<file path="src/rtl/udiv_pkg.sv">
// ============================================================================
//  Module   : udiv_pkg
//  Purpose  : Shared declarations for the sequential unsigned divider:
//             FSM state encoding, counter-width helpers and the all-ones
//             constant used as the divide-by-zero quotient.
//  Revision : 1.0 - initial release
// ============================================================================
`default_nettype none

package udiv_pkg;

  // FSM state encoding
  typedef enum logic [1:0] {
    IDLE = 2'd0,
    RUN  = 2'd1,
    DONE = 2'd2
  } state_t;

  // Width of the bit counter for the default 8-bit divider.
  localparam int UDIV_DEFAULT_WIDTH = 8;
  localparam int UDIV_CNT_W         = $clog2(UDIV_DEFAULT_WIDTH);

  // Counter width for an arbitrary operand width. The counter only has to
  // hold WIDTH-1, so $clog2(WIDTH) bits are enough; never below 1 bit.
  function automatic int cnt_width(input int w);
    return (w < 2) ? 1 : $clog2(w);
  endfunction

  // All-ones pattern of the given width, right-aligned in 32 bits.
  function automatic logic [31:0] all_ones(input int w);
    if (w >= 32) begin
      return 32'hFFFF_FFFF;
    end
    return (32'd1 << w) - 32'd1;
  endfunction

endpackage : udiv_pkg

`default_nettype wire

</file>
<file path="src/rtl/udiv_step.sv">
// ============================================================================
//  Module   : udiv_step
//  Purpose  : One combinational restoring-division step. Shifts the next
//             dividend bit (MSB of q) into the partial remainder, compares
//             against the divisor and conditionally subtracts.
//  Ports    : r      in  WIDTH  partial remainder (always < b)
//             q      in  WIDTH  quotient/dividend shift register
//             b      in  WIDTH  divisor (non-zero)
//             r_next out WIDTH  updated partial remainder
//             q_next out WIDTH  q shifted left with the new quotient bit
//  Revision : 1.0 - initial release
// ============================================================================
`default_nettype none

module udiv_step #(
  parameter int WIDTH = 8
) (
  input  logic [WIDTH-1:0] r,
  input  logic [WIDTH-1:0] q,
  input  logic [WIDTH-1:0] b,
  output logic [WIDTH-1:0] r_next,
  output logic [WIDTH-1:0] q_next
);

  logic [WIDTH:0]   trial;
  logic             ge;
  logic [WIDTH-1:0] diff;

  assign trial = {r, q[WIDTH-1]};
  assign ge    = (trial >= {1'b0, b});

  // Because r < b on entry, trial < 2*b, so whenever ge is set the true
  // difference is < b and fits in WIDTH bits: the low WIDTH bits of the
  // wrap-around subtraction are exact.
  assign diff   = trial[WIDTH-1:0] - b;

  assign r_next = ge ? diff : trial[WIDTH-1:0];
  assign q_next = {q[WIDTH-2:0], ge};

endmodule : udiv_step

`default_nettype wire

</file>
<file path="src/rtl/udiv_seq.sv">
// ============================================================================
//  Module   : udiv_seq
//  Purpose  : Multi-cycle unsigned restoring divider, one quotient bit per
//             clock, with a start/busy/done handshake. Divide-by-zero
//             returns an all-ones quotient, remainder = dividend and raises
//             div_zero. Results hold until the next accepted start.
//  Ports    : clock    in   rising-edge clock
//             reset_n  in   asynchronous active-low reset
//             start    in   request, sampled only while busy = 0
//             a, b     in   WIDTH dividend / divisor, sampled with start
//             busy     out  high in RUN and DONE
//             done     out  one-cycle pulse, results valid
//             out, rem out  WIDTH quotient / remainder
//             div_zero out  set with done when b was 0, held with results
//  Config   : UDIV_SEQ_EARLY_EXIT_EN - when defined, a < b (b != 0)
//             completes in one cycle with out = 0, rem = a.
//  Revision : 1.0 - initial release
// ============================================================================
`default_nettype none

module udiv_seq
  import udiv_pkg::*;
#(
  parameter int WIDTH = 8
) (
  input  logic             clock,
  input  logic             reset_n,
  input  logic             start,
  input  logic [WIDTH-1:0] a,
  input  logic [WIDTH-1:0] b,
  output logic             busy,
  output logic             done,
  output logic [WIDTH-1:0] out,
  output logic [WIDTH-1:0] rem,
  output logic             div_zero
);

  localparam int               CNT_W    = cnt_width(WIDTH);
  localparam logic [31:0]      ONES_32  = all_ones(WIDTH);
  localparam logic [WIDTH-1:0] ONES     = ONES_32[WIDTH-1:0];
  localparam logic [CNT_W-1:0] CNT_INIT = CNT_W'(WIDTH - 1);
  localparam logic [CNT_W-1:0] CNT_ONE  = CNT_W'(1);

  state_t           state;
  state_t           state_next;

  // Working registers, kept apart from the visible results so the previous
  // out/rem stay stable while a new division is running.
  logic [WIDTH-1:0] r_work;
  logic [WIDTH-1:0] q_work;
  logic [WIDTH-1:0] b_lat;
  logic [CNT_W-1:0] count;

  logic [WIDTH-1:0] r_step;
  logic [WIDTH-1:0] q_step;

  logic             b_is_zero;
  logic             early_exit;

  assign b_is_zero = (b == '0);

`ifdef UDIV_SEQ_EARLY_EXIT_EN
  // Quotient is zero and the remainder is the dividend: no steps needed.
  assign early_exit = !b_is_zero && (a < b);
`else
  assign early_exit = 1'b0;
`endif

  udiv_step #(
    .WIDTH (WIDTH)
  ) u_step (
    .r      (r_work),
    .q      (q_work),
    .b      (b_lat),
    .r_next (r_step),
    .q_next (q_step)
  );

  // --------------------------------------------------------------------------
  // FSM: state register
  // --------------------------------------------------------------------------
  always_ff @(posedge clock or negedge reset_n) begin
    if (!reset_n) begin
      state <= IDLE;
    end else begin
      state <= state_next;
    end
  end

  // --------------------------------------------------------------------------
  // FSM: next-state logic
  // --------------------------------------------------------------------------
  always_comb begin
    state_next = state;
    case (state)
      IDLE: begin
        if (start) begin
          state_next = (b_is_zero || early_exit) ? DONE : RUN;
        end
      end
      RUN: begin
        if (count == '0) begin
          state_next = DONE;
        end
      end
      DONE:    state_next = IDLE;
      default: state_next = IDLE;
    endcase
  end

  // --------------------------------------------------------------------------
  // FSM: outputs
  // --------------------------------------------------------------------------
  always_comb begin
    busy = 1'b0;
    done = 1'b0;
    case (state)
      RUN:  busy = 1'b1;
      DONE: begin
        busy = 1'b1;
        done = 1'b1;
      end
      default: begin
        busy = 1'b0;
        done = 1'b0;
      end
    endcase
  end

  // --------------------------------------------------------------------------
  // Datapath. Visible results are loaded on the transition into DONE so they
  // are already valid in the cycle done is high.
  // --------------------------------------------------------------------------
  always_ff @(posedge clock or negedge reset_n) begin
    if (!reset_n) begin
      r_work   <= '0;
      q_work   <= '0;
      b_lat    <= '0;
      count    <= '0;
      out      <= '0;
      rem      <= '0;
      div_zero <= 1'b0;
    end else begin
      case (state)
        IDLE: begin
          if (start) begin
            b_lat <= b;
            if (b_is_zero) begin
              out      <= ONES;
              rem      <= a;
              div_zero <= 1'b1;
            end else if (early_exit) begin
              out      <= '0;
              rem      <= a;
              div_zero <= 1'b0;
            end else begin
              r_work <= '0;
              q_work <= a;
              count  <= CNT_INIT;
            end
          end
        end
        RUN: begin
          r_work <= r_step;
          q_work <= q_step;
          if (count == '0) begin
            out      <= q_step;
            rem      <= r_step;
            div_zero <= 1'b0;
          end else begin
            count <= count - CNT_ONE;
          end
        end
        default: begin
        end
      endcase
    end
  end

endmodule : udiv_seq

`default_nettype wire

</file>
<file path="config.mk">
export PLATFORM = sky130hd
export DESIGN_NAME = udiv_seq
export DESIGN_NICKNAME = d
export VERILOG_FILES = /design/src/rtl/udiv_pkg.sv /design/src/rtl/udiv_step.sv /design/src/rtl/udiv_seq.sv
export SDC_FILE = /design/constraint.sdc
export NUM_CORES = 1
export LEC_CHECK = 0
export BUFFER_PORTS_ARGS = -buffer_cell sky130_fd_sc_hd__buf_2
export CAP_MARGIN = 20
export CORE_MARGIN = 5
export CORE_UTILIZATION = 59
export CTS_CLUSTER_SIZE = 40
export DETAILED_ROUTE_END_ITERATION = 12
export GPL_TIMING_DRIVEN = 1
export PLACE_DENSITY_LB_ADDON = 0.15
export SYNTH_ARGS = -nofsm -noshare
export SYNTH_HDL_FRONTEND = slang
export SYNTH_HIERARCHICAL = 1
export SYNTH_SLANG_ARGS = --single-unit
</file>
<file path="constraint.sdc">
create_clock -name clock -period 3.22 [get_ports clock]
set_input_delay 0.966 -clock clock [delete_from_list [all_inputs] [get_ports clock]]
set_output_delay 0.966 -clock clock [all_outputs]
set_load 0.02 [all_outputs]
</file>
Word level (Yosys, flattened, before mapping). Index checks and enable logic that the tools add are counted.

Flip-flop bits (word level): 46. Output and inout bits: 19. Word-level logic and storage cells: 57.

Add/subtract/negate cells: 2. $lt $le $gt $ge: 1. Equality and inequality tests: 7. Muxes and demuxes: 29. Reductions and logical operators: 10.

Operators by type and width (number): 8-bit 2-to-1 mux (11); 8-bit case mux with 2 select lines (4); 2-bit != test (second input constant) (5); 9-bit by 8-bit >= comparator with 1-bit output (1); 3-bit 2-to-1 mux (3); 8-bit logical NOT (1); 4-bit AND reduction (2); 8-bit subtractor (1); 2-bit 2-to-1 mux (3); 3-bit case mux with 2 select lines (1); 1-bit 2-to-1 mux (5); 2-bit case mux with 2 select lines (1); 2-bit AND reduction (2); 3-bit logical NOT (1); 3-bit AND reduction (1); 3-bit by 1-bit subtractor with 3-bit output (second input constant) (1); 2-bit by 1-bit equality test with 1-bit output (second input constant) (1); 2-bit equality test (second input constant) (1); 2-bit logical NOT (1); 1-bit case mux with 2 select lines (1); 2-bit nonzero test (1); 2-bit OR reduction (1).

Depth between registers and ports, before layout. Gate-level depths: netlist of run 1.

Word-level depth: 4. Gate-level depth with buffers: 13.

Cells and area by module. Netlist of run 1, hierarchy kept.

Modules (own cells, without submodules): udiv_seq (times used 1, cells each 258, area each 2618.8 µm², seq. area each 1151.1 µm²); udiv_step (times used 1, cells each 77, area each 580.6 µm², seq. area each 0.0 µm²).

Least setup slack after synthesis of run 1. No wires, ideal clock.

Kind: register -> register. Start: register b_lat[0]. End: register rem[3]. Library setup time: 0.126 ns. Data arrival time: 2.371 ns. Path slack: 0.723 ns. Cell stages (with the launch flop): 11. Buffers on the path: 0. Path through: dfrtp_1 -> ha_1 -> or2b_1 -> a21oi_2 -> o21ai_2 -> a41oi_4 -> mux2_2 -> nand2_1 -> o2bb2ai_1 -> a22o_1 -> a221o_1.

Word-level cells in the longest chain between the ends: 4. Elaborated cells on any way between the ends: 5.

RTL lines: start: declaration (line udiv_seq.sv:51) `logic [WIDTH-1:0] b_lat;`; start signal: assignment (line udiv_seq.sv:138) `b_lat <= '0;`; start signal: assignment (line udiv_seq.sv:147) `b_lat <= b;`; 8-bit subtractor or 9-bit by 8-bit >= comparator with 1-bit output (tied branches) (line udiv_step.sv:35, udiv_step.sv:30); 8-bit 2-to-1 mux * (line udiv_step.sv:37) `assign r_next = ge ? diff : trial[WIDTH-1:0];`; via r_step[3] (line udiv_seq.sv:54) `logic [WIDTH-1:0] r_step;`; 8-bit 2-to-1 mux * (line udiv_seq.sv:166) `if (count == '0) begin`; 8-bit case mux with 2 select lines * (line udiv_seq.sv:144) `case (state)`; end signal: assignment (line udiv_seq.sv:168) `rem <= r_step;`; end: declaration (line udiv_seq.sv:34) `output logic [WIDTH-1:0] rem,`.

The timed path passes the listed nets; every way through them passes the cells marked *. The select of a mux whose other input is x is not followed. A chain may end at the register's enable or synchronous reset.

Final worst setup path of run 1.
Start: register r_work[2]. End: register rem[3].

Word-level cells in the longest chain between the ends: 4. Elaborated cells on any way between the ends: 5.

RTL lines: start: declaration (line udiv_seq.sv:49) `logic [WIDTH-1:0] r_work;`; start signal: assignment (line udiv_seq.sv:164) `r_work <= r_step;`; 8-bit subtractor or 9-bit by 8-bit >= comparator with 1-bit output (tied branches) (line udiv_step.sv:35, udiv_step.sv:30); 8-bit 2-to-1 mux * (line udiv_step.sv:37); via r_step[3] (line udiv_seq.sv:54); 8-bit 2-to-1 mux * (line udiv_seq.sv:166); 8-bit case mux with 2 select lines * (line udiv_seq.sv:144).

Marked as above.

==> flow_metrics.tcl, run 1 <==
set metrics [dict create \
    finalSetupViolCount 0 \
    synth_warnings 6 \
    startpoint "r_work[2]$_DFFE_PN0P_" \
    ant_nets 0 \
    postCtsSetupBuffers 0 \
    status "complete, no violations" \
    clockBufferDepth 2 \
    cts_root_buf "clkbuf_8" \
    period_share_pct 84.9 \
    synthTopCellsByArea "dfrtp_1 36%, mux2_2 8.4%, ha_1 5.1%" \
    ir_drop_uv 507 \
    avgSynthCellArea_sq_um 9.55 \
    ys_types 58 \
    port_buffers 37 \
    synthesis.nets 368 \
    powerDensity_nw_per_um2 882 \
    leakagePower_nw 1.65 \
    syn-instance-count 335 \
    drt-total-wl_microns 7650 \
    start_util_pct 61.9 \
    synth_top_area_share_pct 36.0 \
    crit_fanout 8 \
    dieArea_sq_um 7000 \
    grt.overflow.total 0 \
    clock-sinks 46 \
    htreeDepth 2 \
    place_ws_ps 334 \
    fin_skew_ps 7.71 \
    tightest_slew_ps 594 \
    dp_hpwl_microns 5660 \
    finalHoldViolations 0 \
    synth_most_common_cell "dfrtp_1" \
    whs_ps 514 \
    vias 2670 \
    synth-seq-cells 46 \
    grt_first_pass_wirelength_microns 13200 \
    avgRoutedWirePerCell_microns 17.9 \
    synth_edf_count 0 \
    synth_area_sq_um 3200 \
    fp.dieH_microns 83.6 \
    grt_start_max_net_pins 45 \
    crit_path_end_kind "flip-flop" \
    clock_latency_ps 300 \
    maxSlewHeadroom_pct 60.3 \
    place.gp.congestion 0.858 \
    grt_pass1_vias 2642 \
    drtIter0Drc 180 \
    start_kind "flip-flop" \
    antenna_found_initial 0 \
    cap_violations 0 \
    grt_setup_unrepaired "false" \
    seq_area_frac_synth_pct 36.0 \
    ioPinCount 38 \
    cts_buffers 5 \
    hp-start "b_lat[2]$_DFFE_PN0P_" \
    postCtsResizedCells 0 \
    rr_startpoint "r_work[2]$_DFFE_PN0P_" \
    hold_class "reg2reg" \
    cts_hold_buf 0 \
    synthArstFlopShare_pct 100 \
    layout-drive-gt1-share_pct 24.6 \
    crit_arrival_ps 2920 \
    syn_to_final_growth_pct 8.68 \
    path_class "reg2reg" \
    drv_slew 0 \
    setup_tns_ps 0 \
    fin_crit_ps 2730 \
    cts_tree "yes" \
    synth_top_cell_by_area "dfrtp_1" \
    synth_flop_cell "dfrtp_1" \
    maxClockFrequency_ghz 0.366 \
    drt-vias-per-instance 6.24 \
    synth_common_cells "46 x dfrtp_1, 36 x inv_1, 24 x mux2_2" \
    drc 0 \
    fp-row-count 26 \
    nets 390 \
    diodes 0 \
    die_w_microns 83.6 \
    track_usage_pct 22.8 \
    clkTransAtPathRegs_ps 80 \
    drt_pass1_iterations 5 \
    coreArea_sq_um 5170 \
    cp.required_ps 3410 \
    setup_slack_ps 488 \
]
==> placed cells by master (no fill, tap or decap), drive strengths merged, types with 3 or more instances in the layout <==
cell | Yosys | routed
dfrtp | 46 | 46
buf | 18 | 44
inv | 36 | 36
mux2 | 28 | 28
nor2 | 21 | 21
o21ai | 19 | 19
nand2 | 18 | 18
ha | 13 | 13
a31oi | 11 | 11
o22ai | 10 | 10
a221oi | 8 | 8
o211ai | 8 | 8
a21oi | 8 | 8
nand3 | 7 | 7
a22o | 7 | 7
clkbuf | 11 | 7
o2bb2ai | 6 | 6
a221o | 6 | 6
nor4 | 5 | 5
mux2i | 4 | 4
a21o | 4 | 4
nand4 | 3 | 3
nor3b | 3 | 3
nor3 | 3 | 3
nand2b | 3 | 3
==> registers in the layout (all words and copies together), names as in the netlist <==
register	flops
b_lat	8
count	3
div_zero	1
out	8
q_work	8
r_work	8
rem	8
state	2
==> final timing paths <==
path | endpoint | slack [ps] | cells after the start
max | rem[3]$_DFFE_PN0P_ | 490 | 10
min | b_lat[2]$_DFFE_PN0P_ | 510 | 1
min in group asynchronous | count[0]$_DFFE_PN0P_ | 520 | 1
max reg2reg | rem[3]$_DFFE_PN0P_ | 490 | 10
min reg2reg | b_lat[2]$_DFFE_PN0P_ | 510 | 1
max in group asynchronous | b_lat[2]$_DFFE_PN0P_ | 1970 | 2
==> logic make-up after synthesis <==
| logic type | Yosys count | synth area share [%] |
|---|---|---|
| mux | 32 | 11.1 |
| buf+inv | 65 | 9.11 |
| compound gates | 103 | 24.5 |
| fa+ha+maj | 14 | 5.71 |
| flops | 46 | 36.0 |
| xor+xnor | 3 | 0.821 |
| simple gates | 72 | 12.8 |
==> report_power, final <==
part,total (W),switching [W],internal (W)
Sequential,0.000958,0.000174,0.000784
Combinational,0.00168,0.000981,0.000698
Clock,0.000429,0.000196,0.000233
Total,0.00307,0.00135,0.00171
==> per-stage QoR <==
stage | instances | util, % | cell area [sq um] | total power, W
6_report | 428 | 67.2 | 3480 | 0.00307
5_1_grt | 428 | 67.2 | 3480 | 0.00331
4_1_cts | 428 | 67.2 | 3480 | 0.00307
3_5_place_dp | 420 | 65.2 | 3370 | 0.00264
3_3_place_gp | 420 | 65.2 | 3370 | 0.00259
2_1_floorplan | 335 | - | 3200 | 0.00229
==> routing by layer <==
layer	wire length [microns]	GRT usage (%)	part of all wire (%)	up-vias
li1	-	-	-	1272
met1	3460	31.8	45	1277
met2	3550	35.6	46	111
met3	509	5.23	6.7	10
met4	130	6.58	1.7	0
met5	0	0	0	-
==> final cells by class <==
class | instances | area [sq um]
Inverter | 36 | 135
Clock inverter | 1 | 30.0
Timing Repair Buffer | 44 | 238
Tap cell | 70 | 87.6
Sequential cell | 46 | 1150
Multi-Input combinational cell | 224 | 1760
Clock buffer | 7 | 76.3
Fill cell | 419 | 1700
==> critical path, cell delays in order (launching register included) <==
cell and delay (ps):
dfrtp_1 420, ha_1 350, a21o_1 190, a21oi_2 160
o21ai_2 90, a41oi_4 390, mux2_2 400, nand2_1 90
o2bb2ai_1 70, a22o_1 200, a221o_1 250
No activity file was read; power rests on OpenSTA's default activity.
==> inputs of run 2 (changes only) <==
==> constraint.sdc (replaced) <==
create_clock -name clock -period 2.6 [get_ports clock]
set_input_delay 0.78 -clock clock [delete_from_list [all_inputs] [get_ports clock]]
set_output_delay 0.78 -clock clock [all_outputs]
set_load 0.02 [all_outputs]
==> run 2 against run 1 <==
Compared with the run above:
- total power up 31%
- register-to-register slack worse by 430 ps
- critical path depth unchanged
- non-clock buffer count up 15
- die area unchanged
- routed wire length up 7.0%
- global-route usage up 0.84 points
- core utilization up 3.3 points
- clock skew up 5.2 ps
- combinational power up 40%
- sequential power up 24%
- sequential share of layout area down 1.6 points
==> flow_metrics.tcl, run 2 (synthesis results as in run 1) <==
set metrics [dict create \
    status "complete, no violations" \
    place.gp.congestion 0.825 \
    crit_path_end_kind "flip-flop" \
    regArea_sq_um 1150 \
    cts_buffers 5 \
    design_area_sq_um 3650 \
    place_ws_ps -48.7 \
    grt_pass1_vias 2725 \
    clkTransAtPathRegs_ps 90 \
    power.total_w 0.00402 \
    ioPinCount 38 \
    path_class "reg2reg" \
    fin_skew_ps 12.9 \
    layout-drive-gt1-share_pct 30.6 \
    start_kind "flip-flop" \
    tightest_slew_ps 606 \
    fp-row-count 26 \
    antenna_found_initial 0 \
    period_share_pct 97.8 \
    drt_pass1_iterations 5 \
    vias 2807 \
    htreeDepth 2 \
    die_w_microns 83.6 \
    clock_latency_ps 310 \
    final_cell_mix "46 x dfrtp_1, 37 x buf_2, 35 x inv_1, 22 x buf_4" \
    syn_to_final_growth_pct 14.0 \
    drtIter0Drc 205 \
    finalSetupViolCount 0 \
    postPlaceCellArea_sq_um 3480 \
    fillers 406 \
    start_util_pct 61.9 \
    ir_drop_uv 697 \
    fin_crit_ps 2540 \
    fp.dieH_microns 83.6 \
    nets 405 \
    dp_hpwl_microns 5920 \
    leakagePower_nw 1.75 \
    drt-total-wl_microns 8180 \
    crit_fanout 7 \
    layout_commonest_cell "dfrtp_1" \
    finalHoldViolations 0 \
    cap_violations 0 \
    fin_util_pct 70.5 \
    cts_hold_buf 0 \
    diodes 0 \
    port_buffers 37 \
    track_usage_pct 23.7 \
    grt_setup_unrepaired "true" \
    clockBufferDepth 2 \
    maxSlewHeadroom_pct 59.6 \
    grt_start_max_net_pins 47 \
    crit_arrival_ps 2750 \
    grt.overflow.total 0 \
    hold_class "reg2reg" \
    ant_nets 0 \
    dieArea_sq_um 7000 \
    whs_ps 508 \
    coreArea_sq_um 5170 \
    cts_tree "yes" \
    cts_root_buf "clkbuf_8" \
    drc 0 \
    clock-sinks 46 \
    powerDensity_nw_per_um2 1100 \
    maxClockFrequency_ghz 0.393 \
    setup_slack_ps 56.8 \
    drv_slew 0 \
    grt_first_pass_wirelength_microns 13600 \
    cp.required_ps 2800 \
    avgRoutedWirePerCell_microns 18.5 \
    multi_input_area_sq_um 1830 \
    drt-vias-per-instance 6.34 \
]
[run 2: cell types whose count changed in the layout (fill, tap and decap cells not counted), moves of 2 or more]
cell,previous run,this run
mux2_4,0,4
a2bb2oi_1,2,0
mux2_2,24,20
a2bb2oi_2,0,2
ha_4,0,2
clkbuf_1,2,0
buf_4,7,22
ha_1,12,10
[run 2: final timing paths]
path | start | slack [ps] | cells past startpoint | endpoint
max | r_work[2]$_DFFE_PN0P_ | 60 | 10 | rem[2]$_DFFE_PN0P_
min | b_lat[2]$_DFFE_PN0P_ | 510 | 1 | b_lat[2]$_DFFE_PN0P_
max reg2reg | r_work[2]$_DFFE_PN0P_ | 60 | 10 | rem[2]$_DFFE_PN0P_
min reg2reg | b_lat[2]$_DFFE_PN0P_ | 510 | 1 | b_lat[2]$_DFFE_PN0P_
max in group asynchronous | reset_n | 1620 | 2 | b_lat[2]$_DFFE_PN0P_
min in group asynchronous | reset_n | 550 | 2 | b_lat[5]$_DFFE_PN0P_
[run 2: routing by layer]
| metal | GRT usage [%] | part of all wire (%) | vias up |
|---|---|---|---|
| met3 | 5.63 | 7.5 | 14 |
| li1 | - | - | 1307 |
| met1 | 32.1 | 45 | 1361 |
| met2 | 37.6 | 46 | 125 |
| met5 | 0 | 0 | - |
| met4 | 7.02 | 1.7 | 0 |
[run 2: critical path, cell delays in order (launching register included)]
cell and delay (ps):
dfrtp_1 410, ha_1 310, a21o_1 180, a21oi_2 170, o21ai_2 90, a41oi_4 300, mux2_2 420, and3b_1 170
mux2i_1 110, o21ai_0 100, a21o_1 180
[run 2: where the power goes]
| group | internal (W) | switching, W | total (W) |
|---|---|---|---|
| registers | 0.000971 | 0.000219 | 0.00119 |
| logic | 0.00103 | 0.00133 | 0.00236 |
| clock network | 0.000214 | 0.000256 | 0.000471 |
| total | 0.00221 | 0.00180 | 0.00402 |
[run 2: timing repair]
item / 4_1_cts / 5_1_grt
buffers inserted: 0 / 1
gates resized for setup: 1 / 15
gates cloned: 0 / 0
setup endpoints to repair: 1 / 8
pin swaps: 0 / 8
[run 2: final cells by class]
| type | instances | share of cell area [%] |
|---|---|---|
| clock inverters | 2 | 0.343 |
| inverters | 36 | 3.70 |
| clock buffers | 6 | 2.26 |
| well taps | 70 | 2.40 |
| multi-input cells | 224 | 50.1 |
| flip-flops and latches | 46 | 31.5 |
| repair buffers | 59 | 9.60 |
[run 2: per-stage QoR]
step                      setup TNS, ps  instances
after detailed placement          -48.7        434
after CTS                         -11.0        442
after floorplan                       0        335
final                                 0        443
after global routing               -267        443
after global placement                0        434
